===== config.mk =====
export PLATFORM = sky130hd
export DESIGN_NAME = det_sequencer_flat
export DESIGN_NICKNAME = d
export VERILOG_FILES = /design/src/rtl/det_sequencer_if.sv /design/src/rtl/det_sequencer.sv /design/src/flat_wrapper.sv
export SDC_FILE = /design/constraint.sdc
export NUM_CORES = 1
export LEC_CHECK = 0
export BUFFER_PORTS_ARGS = -buffer_cell sky130_fd_sc_hd__buf_4
export CAP_MARGIN = 40
export CORE_UTILIZATION = 54
export CTS_CLUSTER_DIAMETER = 120
export DETAILED_ROUTE_END_ITERATION = 7
export PLACE_DENSITY = 0.93
export SLEW_MARGIN = 15
export SYNTH_ARGS = -nofsm -noshare
export SYNTH_HDL_FRONTEND = slang
export SYNTH_SLANG_ARGS = --single-unit
export TNS_END_PERCENT = 30

===== constraint.sdc =====
create_clock -name clk -period 3.3 [get_ports clk]
set_input_delay 0.165 -clock clk [delete_from_list [all_inputs] [get_ports clk]]
set_output_delay 0.165 -clock clk [all_outputs]
set_load 0.02 [all_outputs]

===== src/rtl/det_sequencer_if.sv =====
// ---------------------------------------------------------------------------
// det_sequencer_if
// Bundles the request, element-load, datapath and result handshakes of the
// determinant sequencer.
//   master : front end plus determinant datapath (drives start/size, elements,
//            abort, det_result, result_ready)
//   slave  : det_sequencer (drives ready flags, packed matrix, size, result,
//            result_valid, error, busy)
// ---------------------------------------------------------------------------
interface det_sequencer_if;
    logic         start;
    logic [7:0]   size;
    logic         start_ready;
    logic [7:0]   in_data;
    logic         in_valid;
    logic         in_ready;
    logic         abort;
    logic [199:0] det_matrix;
    logic [7:0]   det_size;
    logic [7:0]   det_result;
    logic [7:0]   result;
    logic         result_valid;
    logic         result_ready;
    logic         error;
    logic         busy;

    modport master (
        output start, size, in_data, in_valid, abort, det_result, result_ready,
        input  start_ready, in_ready, det_matrix, det_size, result, result_valid,
               error, busy
    );

    modport slave (
        input  start, size, in_data, in_valid, abort, det_result, result_ready,
        output start_ready, in_ready, det_matrix, det_size, result, result_valid,
               error, busy
    );
endinterface


===== src/rtl/det_sequencer.sv =====
// ---------------------------------------------------------------------------
// det_sequencer
// Byte-serial front end for the matrix determinant datapath. A request
// latches the matrix order, the int8 elements are collected row-major into a
// 200-bit bus, bus and size are held for DET_LATENCY cycles, then the 8-bit
// determinant is captured and offered on a valid/ready handshake.
//
// Parameters:
//   DET_LATENCY : settle cycles before det_result is sampled (1..255)
// Ports:
//   clk   : rising-edge clock
//   rst_n : asynchronous active-low reset
//   bus   : det_sequencer_if.slave (start/size, in_data/in_valid/in_ready,
//           abort, det_matrix/det_size/det_result, result/result_valid/
//           result_ready, error, busy)
// Build option:
//   DET_SEQ_SIZE_CHECK_EN : reject sizes outside 2..5 with error=1 instead of
//                           clamping them into range.
// ---------------------------------------------------------------------------
module det_sequencer #(
    parameter int unsigned DET_LATENCY = 4
) (
    input  logic           clk,
    input  logic           rst_n,
    det_sequencer_if.slave bus
);

    typedef enum logic [1:0] {
        S_IDLE = 2'd0,
        S_LOAD = 2'd1,
        S_WAIT = 2'd2,
        S_DONE = 2'd3
    } state_e;

    localparam logic [7:0] WAIT_INIT = 8'(DET_LATENCY - 32'd1);

    state_e         state_q, state_d;
    logic [4:0]     k_q, k_d;
    logic [7:0]     wait_q, wait_d;
    logic [199:0]   matrix_q, matrix_d;
    logic [7:0]     size_q, size_d;
    logic [7:0]     result_q, result_d;
    logic           error_q, error_d;
    logic           result_valid_q, result_valid_d;
    logic           start_ready_q, start_ready_d;
    logic           in_ready_q, in_ready_d;
    logic           busy_q, busy_d;

    logic           size_ok_s;
    logic [7:0]     size_eff_s;
    logic [5:0]     nsq_s;
    logic [4:0]     last_k_s;
    logic           load_fire_s;

`ifdef DET_SEQ_SIZE_CHECK_EN
    // Out-of-range orders are rejected outright.
    assign size_ok_s  = (bus.size >= 8'd2) && (bus.size <= 8'd5);
    assign size_eff_s = bus.size;
`else
    // Out-of-range orders are clamped into 2..5 and always accepted.
    assign size_ok_s  = 1'b1;
    assign size_eff_s = (bus.size < 8'd2) ? 8'd2 :
                        ((bus.size > 8'd5) ? 8'd5 : bus.size);
`endif

    // Only the low 3 bits matter while loading: the latched order is 2..5.
    assign nsq_s       = {3'b000, size_q[2:0]} * {3'b000, size_q[2:0]};
    assign last_k_s    = 5'(nsq_s - 6'd1);
    assign load_fire_s = in_ready_q && bus.in_valid;

    // Next-state and datapath-register update; abort overrides everything.
    always_comb begin
        state_d  = state_q;
        k_d      = k_q;
        wait_d   = wait_q;
        matrix_d = matrix_q;
        size_d   = size_q;
        result_d = result_q;
        error_d  = error_q;

        if (bus.abort) begin
            state_d  = S_IDLE;
            k_d      = 5'd0;
            wait_d   = 8'd0;
            matrix_d = '0;
            size_d   = 8'd0;
            result_d = 8'd0;
            error_d  = 1'b0;
        end else begin
            case (state_q)
                S_IDLE: begin
                    if (bus.start) begin
                        matrix_d = '0;
                        k_d      = 5'd0;
                        result_d = 8'd0;
                        if (size_ok_s) begin
                            size_d  = size_eff_s;
                            error_d = 1'b0;
                            state_d = S_LOAD;
                        end else begin
                            // Rejected request: report straight away, nothing loaded.
                            size_d  = 8'd0;
                            error_d = 1'b1;
                            state_d = S_DONE;
                        end
                    end else begin
                        state_d = S_IDLE;
                    end
                end
                S_LOAD: begin
                    if (load_fire_s) begin
                        matrix_d[{k_q, 3'b000} +: 8] = bus.in_data;
                        k_d = k_q + 5'd1;
                        if (k_q == last_k_s) begin
                            wait_d  = WAIT_INIT;
                            state_d = S_WAIT;
                        end else begin
                            state_d = S_LOAD;
                        end
                    end else begin
                        state_d = S_LOAD;
                    end
                end
                S_WAIT: begin
                    if (wait_q == 8'd0) begin
                        result_d = bus.det_result;
                        state_d  = S_DONE;
                    end else begin
                        wait_d  = wait_q - 8'd1;
                        state_d = S_WAIT;
                    end
                end
                S_DONE: begin
                    if (bus.result_ready) begin
                        state_d = S_IDLE;
                    end else begin
                        state_d = S_DONE;
                    end
                end
                default: begin
                    state_d = S_IDLE;
                end
            endcase
        end

        // Status flags are decoded from the next state so they leave flops.
        start_ready_d  = (state_d == S_IDLE);
        in_ready_d     = (state_d == S_LOAD);
        busy_d         = (state_d != S_IDLE);
        result_valid_d = (state_d == S_DONE);
    end

    // State, counters, matrix/result storage and registered status outputs.
    always_ff @(posedge clk or negedge rst_n) begin
        if (!rst_n) begin
            state_q        <= S_IDLE;
            k_q            <= 5'd0;
            wait_q         <= 8'd0;
            matrix_q       <= '0;
            size_q         <= 8'd0;
            result_q       <= 8'd0;
            error_q        <= 1'b0;
            result_valid_q <= 1'b0;
            start_ready_q  <= 1'b1;
            in_ready_q     <= 1'b0;
            busy_q         <= 1'b0;
        end else begin
            state_q        <= state_d;
            k_q            <= k_d;
            wait_q         <= wait_d;
            matrix_q       <= matrix_d;
            size_q         <= size_d;
            result_q       <= result_d;
            error_q        <= error_d;
            result_valid_q <= result_valid_d;
            start_ready_q  <= start_ready_d;
            in_ready_q     <= in_ready_d;
            busy_q         <= busy_d;
        end
    end

    assign bus.start_ready  = start_ready_q;
    assign bus.in_ready     = in_ready_q;
    assign bus.busy         = busy_q;
    assign bus.det_matrix   = matrix_q;
    assign bus.det_size     = size_q;
    assign bus.result       = result_q;
    assign bus.result_valid = result_valid_q;
    assign bus.error        = error_q;

endmodule


===== src/flat_wrapper.sv =====
// flat-port wrapper written by rule: the top's interface ports become plain ports
module det_sequencer_flat 
#(
    parameter int unsigned DET_LATENCY = 4
)
  (clk, rst_n, bus_start, bus_size, bus_in_data, bus_in_valid, bus_abort, bus_det_result, bus_result_ready, bus_start_ready, bus_in_ready, bus_det_matrix, bus_det_size, bus_result, bus_result_valid, bus_error, bus_busy);
  det_sequencer_if bus_i ();
  input  logic clk;
  input  logic rst_n;
  input wire logic [$bits(bus_i.start)-1:0] bus_start;
  input wire logic [$bits(bus_i.size)-1:0] bus_size;
  input wire logic [$bits(bus_i.in_data)-1:0] bus_in_data;
  input wire logic [$bits(bus_i.in_valid)-1:0] bus_in_valid;
  input wire logic [$bits(bus_i.abort)-1:0] bus_abort;
  input wire logic [$bits(bus_i.det_result)-1:0] bus_det_result;
  input wire logic [$bits(bus_i.result_ready)-1:0] bus_result_ready;
  output wire logic [$bits(bus_i.start_ready)-1:0] bus_start_ready;
  output wire logic [$bits(bus_i.in_ready)-1:0] bus_in_ready;
  output wire logic [$bits(bus_i.det_matrix)-1:0] bus_det_matrix;
  output wire logic [$bits(bus_i.det_size)-1:0] bus_det_size;
  output wire logic [$bits(bus_i.result)-1:0] bus_result;
  output wire logic [$bits(bus_i.result_valid)-1:0] bus_result_valid;
  output wire logic [$bits(bus_i.error)-1:0] bus_error;
  output wire logic [$bits(bus_i.busy)-1:0] bus_busy;
  assign bus_i.start = bus_start;
  assign bus_i.size = bus_size;
  assign bus_i.in_data = bus_in_data;
  assign bus_i.in_valid = bus_in_valid;
  assign bus_i.abort = bus_abort;
  assign bus_i.det_result = bus_det_result;
  assign bus_i.result_ready = bus_result_ready;
  assign bus_start_ready = bus_i.start_ready;
  assign bus_in_ready = bus_i.in_ready;
  assign bus_det_matrix = bus_i.det_matrix;
  assign bus_det_size = bus_i.det_size;
  assign bus_result = bus_i.result;
  assign bus_result_valid = bus_i.result_valid;
  assign bus_error = bus_i.error;
  assign bus_busy = bus_i.busy;
  det_sequencer #(.DET_LATENCY(DET_LATENCY)) u_core (.clk(clk), .rst_n(rst_n), .bus(bus_i));
endmodule

==> results of run 1 <==
==> cells by family after synthesis <==
| logic type | count (synthesis) | synth area share (%) |
|---|---|---|
| buffers and inverters | 83 | 3.42 |
| multiplexers | 86 | 8.52 |
| adder cells (fa/ha/maj) | 8 | 0.953 |
| AO/OA/AOI/OAI | 198 | 14.5 |
| AND/OR/NAND/NOR | 301 | 14.7 |
| other | 1 | 0.0366 |
| flip-flops | 235 | 57.4 |
| XOR/XNOR | 5 | 0.428 |
==> per-stage QoR <==
stage / util (%) / cell area (µm²) / setup slack [ns]
2_1_floorplan: - / 10200 / 0.684
3_3_place_gp: 67.5 / 12300 / 0.614
3_5_place_dp: 67.6 / 12400 / 0.516
4_1_cts: 73.1 / 13400 / 0.485
5_1_grt: 73.2 / 13400 / 0.285
6_report: 73.2 / 13400 / 0.451
==> per-layer routing <==
metal	vias to the layer above	GRT usage, %
li1	3822	-
met1	4303	40.6
met2	441	52.5
met3	89	5.47
met4	0	13.3
met5	-	0
==> final cells by class <==
| class | count | share of cell area, % |
|---|---|---|
| flip-flops and latches | 235 | 44.0 |
| multi-input cells | 599 | 30.1 |
| repair buffers | 290 | 16.8 |
| clock buffers | 32 | 5.18 |
| well taps | 229 | 2.14 |
| clock inverters | 12 | 1.09 |
| inverters | 24 | 0.674 |
==> report_power, final <==
group	switching, mW	total, mW	leakage (nW)	internal, mW
logic	0.326	0.465	3.03	0.139
registers	0.0187	2.92	3.27	2.90
clock network	1.16	2.87	0.415	1.71
total	1.50	6.25	6.72	4.75
==> worst max path at each step <==
stage                                       endpoint  depth (start not counted)  slack, ns
after floorplan                     u_core.wait_q[0]                          9       0.68
after global routing      u_core.bus.det_matrix[126]                          8       0.28
after CTS                 u_core.bus.det_matrix[120]                          8       0.49
after detailed placement  u_core.bus.det_matrix[123]                          8       0.52
after global placement              u_core.wait_q[1]                          7       0.61
final                     u_core.bus.det_matrix[120]                          8       0.45
==> registers in the layout, summed over array words and instances (netlist names) <==
| name | count |
|---|---|
| u_core.bus.result_valid | 1 |
| u_core.bus.busy | 1 |
| u_core.state_q | 2 |
| u_core.bus.in_ready | 1 |
| u_core.k_q | 5 |
| u_core.bus.det_size | 8 |
| u_core.wait_q | 8 |
| u_core.bus.start_ready | 1 |
| u_core.bus.result | 8 |
| u_core.bus.det_matrix | 200 |
==> placed cells by master (no fill, tap or decap), types with 3 or more instances in the layout <==
cell type / n
sky130_fd_sc_hd__a211oi_1: 4
sky130_fd_sc_hd__a21o_1: 5
sky130_fd_sc_hd__a21oi_1: 12
sky130_fd_sc_hd__a22o_1: 28
sky130_fd_sc_hd__a31oi_1: 6
sky130_fd_sc_hd__a32o_1: 15
sky130_fd_sc_hd__and2_1: 9
sky130_fd_sc_hd__and3_1: 7
sky130_fd_sc_hd__buf_4: 269
sky130_fd_sc_hd__bufinv_16: 3
sky130_fd_sc_hd__clkbuf_1: 3
sky130_fd_sc_hd__clkbuf_16: 25
sky130_fd_sc_hd__clkbuf_8: 4
sky130_fd_sc_hd__clkinv_2: 6
sky130_fd_sc_hd__dfrtp_1: 234
sky130_fd_sc_hd__dlygate4sd3_1: 17
sky130_fd_sc_hd__ha_1: 7
sky130_fd_sc_hd__inv_1: 24
sky130_fd_sc_hd__mux2i_1: 83
sky130_fd_sc_hd__nand2_1: 125
sky130_fd_sc_hd__nand2b_1: 4
sky130_fd_sc_hd__nand3_1: 87
sky130_fd_sc_hd__nand3_4: 4
sky130_fd_sc_hd__nand4_1: 4
sky130_fd_sc_hd__nor2_1: 17
sky130_fd_sc_hd__nor2b_1: 5
sky130_fd_sc_hd__nor3_1: 13
sky130_fd_sc_hd__nor4_1: 4
sky130_fd_sc_hd__o2111ai_1: 8
sky130_fd_sc_hd__o21a_1: 5
sky130_fd_sc_hd__o21ai_0: 57
sky130_fd_sc_hd__o22ai_1: 6
sky130_fd_sc_hd__o2bb2ai_1: 15
sky130_fd_sc_hd__o31a_1: 3
sky130_fd_sc_hd__o31ai_1: 17
sky130_fd_sc_hd__or3_1: 4
sky130_fd_sc_hd__xnor2_1: 3
==> reports/qor.log, run 1 <==
qor: run_status.status finished clean
qor: placed_design.globalplace.congestion 0.945
qor: timing.final.period_utilization 86.3%
qor: synthesis.async_flop_share 100%
qor: synthesis.netlist.area_leader.share 57.2%
qor: placed_design.place.port_buffers 249
qor: die.num_rows 49
qor: synthesis.synthCells 917
qor: route.drc_errors 0
qor: power_and_ir_drop.power_density 468 nW/µm²
qor: route.route.detailed.wl_per_inst 21.5 µm
qor: clocking.cts-resized-gates 0
qor: critical_path.worst-endpoint-arrival 3.28 ns
qor: critical_path.number_of_buffer_and_inverter_stages_on_the_critical_path 2
qor: power_and_ir_drop.peakVddDrop 453 µV
qor: synthesis.edff_count_synth 0
qor: critical_path.worstReg2RegStart u_core.k_q[1]
qor: final_layout.num-fill-cells 1222
qor: route.sum_of_routed_wire_length_over_all_layers 30.6 mm
qor: route.routed_via_density 6.09
qor: global_route.grt_pass1_vias 8593
qor: synthesis.mappedNetlistArea 10200 µm²
qor: critical_path.r2r-end u_core.bus.det_matrix[120]
qor: hold_path.whs_endpoint u_core.bus.det_matrix[176]
qor: hold_path.worst_hold_startpoint bus_in_data[0]
qor: critical_path.worst_ep_required_time 3.73 ns
qor: hold_path.worst_hold_path_type input port to flop
qor: final_layout.area.sequential 5880 µm²
qor: route.dr_wl_met2 14.9 mm
qor: timing.fin_setup_tns 0 ns
qor: critical_path.reg2reg_setup_slack 0.45 ns
qor: die.ios 251
qor: timing.final-max-slew-violation-count 0
qor: global_route.antenna_violations_before_repair 0
qor: die.floorplan.die.height 140 µm
qor: hold_path.holdPathStages 2
qor: critical_path.critical-path-slowest-cell sky130_fd_sc_hd__a22oi_2
qor: power_and_ir_drop.p_leak 6.72 nW
qor: synthesis.seq_area_frac_synth 57.4%
qor: route.drt_pre_antenna_iters 5
qor: synthesis.yosysWarningCount 0
qor: power_and_ir_drop.total_power 6.25 mW
qor: synthesis.synth_ff_type sky130_fd_sc_hd__dfrtp_1
qor: clocking.postCtsSetupBuffers 0
qor: timing.timing_hold_violations_final 0
qor: critical_path.crit_path_cell_trace inv_1, ha_1, nor2b_1, nand3_1, a22oi_2, buf_4, nand4_1, o2bb2ai_1
qor: synthesis.synth_area_leaders sky130_fd_sc_hd__dfrtp_1 57%, sky130_fd_sc_hd__mux2i_1 8.1%, sky130_fd_sc_hd__nand2_1 4.6%
qor: flow_run.cap_viol_max_count 0
qor: synthesis.synth-seq-cells 235
qor: critical_path.worst_setup_path_startpoint u_core.k_q[1]
qor: placed_design.place.detailed.hpwl 20.7 mm
qor: timing.fmax 0.351 GHz
qor: route.route.vias.total 8655
qor: clocking.clkLatencyLatePin 0.52 ns
qor: clocking.clk_pin_slew 0.06 ns
qor: final_layout.net_count_of_the_finished_layout 1211
qor: global_route.grt_pass1_wl 48.0 mm
qor: die.die_w 140 µm
qor: critical_path.critPathLaunchType flop
qor: route.final_antenna_net_count 0
qor: synthesis.netlist.top_cell.by_area sky130_fd_sc_hd__dfrtp_1
qor: critical_path.timing.critical_path.to_type flop
qor: timing.worst_slew_margin_rel 41.8%
qor: synthesis.post_synth_num_cell_types 74
qor: critical_path.crit_fanout 13
qor: clocking.clk_root_buffer_cell sky130_fd_sc_hd__clkbuf_16
qor: timing.timing_worst_slew_pin_value 0.869 ns
qor: clocking.cts_inserted_buffers 24
qor: critical_path.critPathTopFamily compound AO/OA/AOI/OAI gates
qor: placed_design.numPlacedInstances 1359
qor: final_layout.antenna_cells 0
qor: clocking.cts.sink_count 235
qor: die.design.core.area 18300 µm²
qor: clocking.cts_buffer_depth 3
qor: clocking.htreeDepth 1
qor: timing.hold_slack 0.0210 ns
qor: die.area_of_the_die 19500 µm²
qor: critical_path.worstRegToRegCells 8
qor: critical_path.criticalPathCategory flop to flop
qor: timing.grt_setup_unrepaired no
qor: timing.clock-skew-final 0.0103 ns
qor: synthesis.synthesis.nets 954
qor: final_layout.multi_input_comb_area 4020 µm²
qor: route.met3RoutedLength 2.34 mm
qor: final_layout.post_route_cells_drive_above_1_share 28.5%
qor: synthesis.synth_area_per_inst 11.2 µm²
qor: route.topRoutingLayerUsed met4
qor: global_route.overflow 0
qor: synthesis.synth.top_cells.by_count 234 x sky130_fd_sc_hd__dfrtp_1, 125 x sky130_fd_sc_hd__nand2_1, 87 x sky130_fd_sc_hd__nand3_1
qor: timing.finalSetupViolCount 0
qor: clocking.tritoncts done
qor: final_layout.fin_cells 1421
qor: critical_path.critPathMaxStageDelay 0.57 ns
qor: clocking.cts_hold_buffers 17
qor: route.wirelength_met1 12.0 mm
qor: route.detailedRoute.firstIterationViolations 715
qor: global_route.track_usage 31.4%
qor: synthesis.post-synth-top-count-cell sky130_fd_sc_hd__dfrtp_1
qor: global_route.grt_start_max_net_pins 121
qor: timing.final_period_minus_worst_setup_slack 2.85 ns
qor: final_layout.flow.area_growth_from_synthesis 30.5%
qor: die.initial_core_util 56.0%
(Power assumes the default switching activity.)
==> run 2: changes to the inputs <==
--- a/config.mk
+++ b/config.mk
@@ -7,10 +7,12 @@
 export LEC_CHECK = 0
 export BUFFER_PORTS_ARGS = -buffer_cell sky130_fd_sc_hd__buf_4
 export CAP_MARGIN = 40
-export CORE_UTILIZATION = 54
+export CELL_PAD_IN_SITES_DETAIL_PLACEMENT = 2
+export CELL_PAD_IN_SITES_GLOBAL_PLACEMENT = 2
+export CORE_UTILIZATION = 34
 export CTS_CLUSTER_DIAMETER = 120
 export DETAILED_ROUTE_END_ITERATION = 7
-export PLACE_DENSITY = 0.93
+export PLACE_DENSITY_LB_ADDON = 0.1
 export SLEW_MARGIN = 15
 export SYNTH_ARGS = -nofsm -noshare
 export SYNTH_HDL_FRONTEND = slang
==> run 2 against run 1 <==
Hold slack gained 0.0054 ns. Design area up 2.8%. Sequential share of layout area down 1.2 points. Wire length is 18% higher. Register-to-register slack got worse by 0.04 ns. Non-clock buffer count rose by 5. Utilization is 27 points lower. Power increased by 5.3%. Clock skew is 0.011 ns higher. Via count is 2.4% lower.
==> reports/qor.log, run 2 (synthesis gave the netlist of run 1 again) <==
qor: placed_design.place.port_buffers 249 [unchanged]
qor: die.initial_core_util 34.5% [was 56.0%]
qor: route.detailedRoute.firstIterationViolations 503 [was 715]
qor: timing.grt_setup_unrepaired no [unchanged]
qor: die.floorplan.die.height 176 µm [was 140 µm]
qor: final_layout.net_count_of_the_finished_layout 1220 [was 1211]
qor: final_layout.most-common-layout-cells 269 x sky130_fd_sc_hd__buf_4, 234 x sky130_fd_sc_hd__dfrtp_1, 125 x sky130_fd_sc_hd__nand2_1, 87 x sky130_fd_sc_hd__nand3_1, 83 x sky130_fd_sc_hd__mux2i_1 [unchanged]
qor: timing.fin_setup_tns 0 ns [unchanged]
qor: timing.final-max-slew-violation-count 0 [unchanged]
qor: power_and_ir_drop.p_leak 6.79 nW [was 6.72 nW]
qor: global_route.grt_start_max_net_pins 83 [was 121]
qor: die.design.core.area 29600 µm² [was 18300 µm²]
qor: final_layout.fin_cells 1593 [was 1421]
qor: route.route.detailed.wl_per_inst 22.7 µm [was 21.5 µm]
qor: timing.hold_slack 0.0264 ns [was 0.0210 ns]
qor: clocking.cts_buffer_depth 3 [unchanged]
qor: final_layout.post_route_cells_drive_above_1_share 28.5% [about the same]
qor: clocking.cts.sink_count 235 [unchanged]
qor: route.drc_errors 0 [unchanged]
qor: global_route.antenna_violations_before_repair 0 [unchanged]
qor: placed_design.worst_setup_slack_post_dpl 0.476 ns [was 0.516 ns]
qor: timing.timing_worst_slew_pin_value 0.917 ns [was 0.869 ns]
qor: critical_path.criticalPathCategory flop to flop [unchanged]
qor: timing.clock-skew-final 0.0210 ns [was 0.0103 ns]
qor: final_layout.layout_commonest_cell sky130_fd_sc_hd__buf_4 [unchanged]
qor: run_status.status finished clean [unchanged]
qor: placed_design.dpl-instance-area 12600 µm² [was 12400 µm²]
qor: die.die_w 176 µm [was 140 µm]
qor: placed_design.globalplace.congestion 0.768 [was 0.945]
qor: flow_run.cap_viol_max_count 0 [unchanged]
qor: final_layout.antenna_cells 0 [unchanged]
qor: power_and_ir_drop.total_power 6.58 mW [was 6.25 mW]
qor: critical_path.worst-endpoint-arrival 3.36 ns [was 3.28 ns]
qor: critical_path.worst_ep_required_time 3.77 ns [was 3.73 ns]
qor: clocking.htreeDepth 1 [unchanged]
qor: final_layout.postLayoutCoreUtil 46.4% [was 73.2%]
qor: critical_path.timing.critical_path.to_type flop [unchanged]
qor: placed_design.place.detailed.hpwl 24.7 mm [was 20.7 mm]
qor: global_route.grt_pass1_wl 56.4 mm [was 48.0 mm]
qor: global_route.overflow 0 [unchanged]
qor: route.drt_pre_antenna_iters 4 [was 5]
qor: die.area_of_the_die 30800 µm² [was 19500 µm²]
qor: clocking.clk_root_buffer_cell sky130_fd_sc_hd__clkbuf_16 [unchanged]
qor: global_route.track_usage 23.5% [was 31.4%]
qor: die.ios 251 [unchanged]
qor: clocking.clkLatencyLatePin 0.55 ns [was 0.52 ns]
qor: hold_path.worst_hold_path_type input port to flop [unchanged]
qor: timing.worst_slew_margin_rel 38.4% [was 41.8%]
qor: timing.post-route-worst-setup-slack 0.408 ns [was 0.451 ns]
qor: power_and_ir_drop.power_density 479 nW/µm² [was 468 nW/µm²]
qor: critical_path.critPathLaunchType flop [unchanged]
qor: clocking.clk_pin_slew 0.06 ns [about the same]
qor: route.final_antenna_net_count 0 [unchanged]
qor: final_layout.final_cell_area 13700 µm² [was 13400 µm²]
qor: placed_design.numPlacedInstances 1521 [was 1359]
qor: final_layout.flow.area_growth_from_synthesis 34.2% [was 30.5%]
qor: route.route.vias.total 8450 [was 8655]
qor: timing.fmax 0.346 GHz [was 0.351 GHz]
qor: route.routed_via_density 5.30 [was 6.09]
qor: final_layout.largest_reg_flops 200 [unchanged]
qor: timing.final.period_utilization 87.6% [was 86.3%]
qor: power_and_ir_drop.peakVddDrop 406 µV [was 453 µV]
qor: clocking.cts_inserted_buffers 28 [was 24]
qor: clocking.tritoncts done [unchanged]
qor: timing.timing_hold_violations_final 0 [unchanged]
qor: clocking.cts-resized-gates 0 [unchanged]
qor: timing.final_period_minus_worst_setup_slack 2.89 ns [was 2.85 ns]
qor: critical_path.crit_fanout 13 [unchanged]
qor: die.num_rows 63 [was 49]
qor: route.sum_of_routed_wire_length_over_all_layers 36.2 mm [was 30.6 mm]
qor: global_route.grt_pass1_vias 9133 [was 8593]
qor: timing.finalSetupViolCount 0 [unchanged]
run 2: final timing paths:
path / from / to / slack, ns / depth (start not counted)
min reg2reg: u_core.bus.det_matrix[185] / u_core.bus.det_matrix[185] / 0.48 / 1
min in group asynchronous: rst_n / u_core.bus.det_size[4] / 0.21 / 2
max: u_core.k_q[1] / u_core.bus.det_matrix[56] / 0.41 / 7
max reg2reg: u_core.k_q[1] / u_core.bus.det_matrix[56] / 0.41 / 7
min: bus_size[5] / u_core.bus.det_size[2] / 0.03 / 5
max in group asynchronous: rst_n / u_core.bus.det_matrix[182] / 2.05 / 3
run 2: routing by layer:
metal	vias to the layer above	share of wire [%]	GRT usage (%)
li1	3841	-	-
met1	4377	45	31.6
met2	198	48	39.1
met3	34	5.7	5.32
met4	0	1.2	4.17
met5	-	0	0
run 2: repair_timing:
action / 4_1_cts / 5_1_grt
buffers inserted: 0 / 0
hold endpoints to repair: 113 / 0
hold buffers: 22 / 0
run 2: worst max-delay path, cell delays in order (launching register included):
cell,delay (ns)
sky130_fd_sc_hd__dfrtp_1,0.60
sky130_fd_sc_hd__inv_1,0.12
sky130_fd_sc_hd__ha_1,0.31
sky130_fd_sc_hd__nand2b_1,0.25
sky130_fd_sc_hd__nand2_1,0.28
sky130_fd_sc_hd__nand3_1,0.22
sky130_fd_sc_hd__nor3_1,0.75
sky130_fd_sc_hd__a32o_1,0.28
run 2: final cells by class:
cell class	instances	area, µm²
multi-input combinational	599	4020
sequential	235	5880
clock inverter	10	140
tap	390	488
inverter	24	90.1
timing repair buffer	295	2310
clock buffer	40	806
fill	3104	15900
run 2: power breakdown:
| group | switching [mW] | total, mW | internal, mW |
|---|---|---|---|
| clock network | 1.24 | 3.17 | 1.93 |
| registers | 0.0175 | 2.92 | 2.90 |
| logic | 0.352 | 0.497 | 0.145 |
==> run 3: changes to the inputs <==
--- a/config.mk
+++ b/config.mk
@@ -13,6 +13,8 @@
 export CTS_CLUSTER_DIAMETER = 120
 export DETAILED_ROUTE_END_ITERATION = 7
 export PLACE_DENSITY_LB_ADDON = 0.1
+export REMOVE_ABC_BUFFERS = 1
+export SETUP_SLACK_MARGIN = 0.02
 export SLEW_MARGIN = 15
 export SYNTH_ARGS = -nofsm -noshare
 export SYNTH_HDL_FRONTEND = slang
==> run 3 against run 2 <==
Non-clock buffer count grew 1. Hold slack lost 0.025 ns. Critical endpoint is now u_core.bus.det_matrix[62]. Design area down 0.19%. Largest cell class unchanged. Largest power group unchanged. First-iteration DRC count shrank 3.2%.
==> reports/qor.log, run 3 (synthesis gave the netlist of run 1 again) <==
qor: flow_run.cap_viol_max_count 0 [unchanged]
qor: run_status.status finished clean [unchanged]
qor: timing.timing_hold_violations_final 0 [unchanged]
qor: final_layout.num-fill-cells 3092 [was 3104]
qor: global_route.grt_pass1_wl 56.7 mm [was 56.4 mm]
qor: global_route.antenna_violations_before_repair 0 [unchanged]
qor: route.route.detailed.wl_per_inst 22.8 µm [was 22.7 µm]
qor: timing.final_period_minus_worst_setup_slack 2.93 ns [was 2.89 ns]
qor: final_layout.layout_commonest_cell sky130_fd_sc_hd__buf_4 [unchanged]
qor: critical_path.critPathMaxStageDelay 0.77 ns [was 0.75 ns]
qor: critical_path.criticalPathCategory flop to flop [unchanged]
qor: timing.fmax 0.341 GHz [was 0.346 GHz]
qor: die.area_of_the_die 30800 µm² [unchanged]
qor: final_layout.post_route_cells_drive_above_1_share 28.5% [about the same]
qor: final_layout.fin_cells 1592 [was 1593]
qor: clocking.clk_root_buffer_cell sky130_fd_sc_hd__clkbuf_16 [unchanged]
qor: power_and_ir_drop.total_power 6.47 mW [was 6.58 mW]
qor: power_and_ir_drop.power_density 472 nW/µm² [was 479 nW/µm²]
qor: timing.clock-skew-final 0.0104 ns [was 0.0210 ns]
qor: die.num_rows 63 [unchanged]
qor: power_and_ir_drop.p_int 4.87 mW [was 4.97 mW]
qor: clocking.cts_inserted_buffers 28 [unchanged]
qor: timing.grt_setup_unrepaired no [unchanged]
qor: global_route.grt_start_max_net_pins 104 [was 83]
qor: clocking.clkLatencyLatePin 0.54 ns [was 0.55 ns]
qor: route.routed_via_density 5.33 [was 5.30]
qor: final_layout.most-common-layout-cells 270 x sky130_fd_sc_hd__buf_4, 234 x sky130_fd_sc_hd__dfrtp_1, 125 x sky130_fd_sc_hd__nand2_1, 87 x sky130_fd_sc_hd__nand3_1, 83 x sky130_fd_sc_hd__mux2i_1 [was 269 x sky130_fd_sc_hd__buf_4, 234 x sky130_fd_sc_hd__dfrtp_1, 125 x sky130_fd_sc_hd__nand2_1, 87 x sky130_fd_sc_hd__nand3_1, 83 x sky130_fd_sc_hd__mux2i_1]
qor: power_and_ir_drop.power.clock.fraction 47.3% [was 48.1%]
qor: final_layout.net_count_of_the_finished_layout 1221 [was 1220]
qor: power_and_ir_drop.peakVddDrop 358 µV [was 406 µV]
qor: placed_design.worst_setup_slack_post_dpl 0.510 ns [was 0.476 ns]
qor: power_and_ir_drop.seqPwrFrac 45.1% [was 44.3%]
qor: final_layout.flow.area_growth_from_synthesis 33.9% [was 34.2%]
qor: route.route.vias.total 8484 [was 8450]
qor: critical_path.worst-endpoint-arrival 3.40 ns [was 3.36 ns]
qor: clocking.tritoncts done [unchanged]
qor: final_layout.area.sequential 5880 µm² [unchanged]
qor: timing.finalSetupViolCount 0 [unchanged]
qor: critical_path.worst_ep_required_time 3.77 ns [about the same]
qor: critical_path.crit_path_cell_trace inv_1, ha_1, nand2b_1, nand2_1, nand3_1, nor3_1, a32o_1 [unchanged]
qor: route.detailedRoute.firstIterationViolations 487 [was 503]
qor: timing.final.period_utilization 88.9% [was 87.6%]
qor: global_route.track_usage 23.5% [about the same]
qor: route.drc_errors 0 [unchanged]
qor: global_route.grt_pass1_vias 9381 [was 9133]
qor: clocking.clk_pin_slew 0.06 ns [about the same]
qor: hold_path.worst_hold_path_type input port to flop [unchanged]
qor: die.die_w 176 µm [unchanged]
qor: placed_design.place.port_buffers 249 [unchanged]
qor: timing.post-route-worst-setup-slack 0.368 ns [was 0.408 ns]
qor: critical_path.critPathLaunchType flop [unchanged]
qor: route.drt_pre_antenna_iters 5 [was 4]
qor: power_and_ir_drop.p_sw_share 24.7% [was 24.5%]
qor: final_layout.largest_reg_flops 200 [unchanged]
qor: clocking.htreeDepth 1 [unchanged]
qor: die.initial_core_util 34.5% [unchanged]
qor: die.floorplan.die.height 176 µm [unchanged]
qor: critical_path.timing.critical_path.to_type flop [unchanged]
qor: placed_design.numPlacedInstances 1523 [was 1521]
qor: die.ios 251 [unchanged]
qor: timing.worst_slew_margin_rel 38.1% [was 38.4%]
qor: critical_path.critical-path-slowest-cell sky130_fd_sc_hd__nor3_1 [unchanged]
qor: power_and_ir_drop.p_leak 6.79 nW [about the same]
qor: clocking.cts_buffer_depth 3 [unchanged]
qor: clocking.cts.sink_count 235 [unchanged]
qor: clocking.cts-resized-gates 0 [unchanged]
qor: die.design.core.area 29600 µm² [unchanged]
qor: timing.final-max-slew-violation-count 0 [unchanged]
qor: timing.timing_worst_slew_pin_value 0.922 ns [was 0.917 ns]
qor: placed_design.place.detailed.hpwl 24.6 mm [was 24.7 mm]
qor: final_layout.antenna_cells 0 [unchanged]
qor: route.final_antenna_net_count 0 [unchanged]
qor: global_route.overflow 0 [unchanged]
qor: power_and_ir_drop.power_frac_comb 7.7% [was 7.6%]
qor: final_layout.multi_input_comb_area 4020 µm² [unchanged]
qor: critical_path.crit_fanout 13 [unchanged]
qor: power_and_ir_drop.power_switching 1.60 mW [was 1.61 mW]
qor: route.sum_of_routed_wire_length_over_all_layers 36.2 mm [about the same]
qor: placed_design.globalplace.congestion 0.780 [was 0.768]
run 3: metrics by stage:
stage	TNS, ns	cell area [µm²]	hold slack (ns)	util (%)
after global routing	0	13700	0.00879	46.3
after detailed placement	0	12600	0.301	42.5
after floorplan	-378.81	9980	-0.131	-
after global placement	0	12600	0.305	42.5
final	0	13700	0.00192	46.3
after CTS	0	13700	0.00165	46.3
run 3: worst paths after layout:
kind,end,startpoint,slack (ns),depth (start not counted)
max in group asynchronous,u_core.bus.det_matrix[107],rst_n,2.22,3
hold / removal,u_core.bus.det_matrix[113],bus_in_data[1],0.002,2
hold reg to reg,u_core.bus.det_matrix[184],u_core.bus.det_matrix[184],0.48,1
setup reg to reg,u_core.bus.det_matrix[62],u_core.k_q[1],0.37,7
min in group asynchronous,u_core.wait_q[2],rst_n,0.27,2
setup / recovery,u_core.bus.det_matrix[62],u_core.k_q[1],0.37,7
run 3: worst max-delay path, delay by kind of cell (launching register included):
kind	cells	cell delay, ns
AO/OA/AOI/OAI	1	0.28
adder cells (fa/ha/maj)	1	0.32
buffers and inverters	1	0.13
flip-flops	1	0.61
AND/OR/NAND/NOR	4	1.52
run 3: power groups by stage:
stage	Clock [mW]	Sequential (mW)	Combinational, mW
after CTS	3.12	2.92	0.507
final	3.06	2.92	0.497
after floorplan	0	2.98	0.208
after detailed placement	0	2.97	0.486
after global placement	0	2.97	0.477
after global routing	3.23	2.92	0.543
run 3: area by class of cell:
type                    count  share of cell area (%)
clock buffers              43                    6.19
clock inverters             5                   0.392
inverters                  24                   0.657
multi-input cells         599                    29.3
flip-flops and latches    235                    42.9
well taps                 390                    3.56
repair buffers            296                    17.0
run 3: repair_timing:
item,in CTS,in global routing
buffers inserted,0,0
endpoints found under the hold margin,133,0
setup endpoints to repair,0,0
hold buffers,21,0
run 3: layer usage:
layer / track usage (%) / up-vias / part of all wire (%)
li1: - / 3839 / -
met1: 29.9 / 4406 / 43
met2: 40.6 / 185 / 50
met3: 5.04 / 54 / 5.3
met4: 6.12 / 0 / 2.3
met5: 0 / - / 0
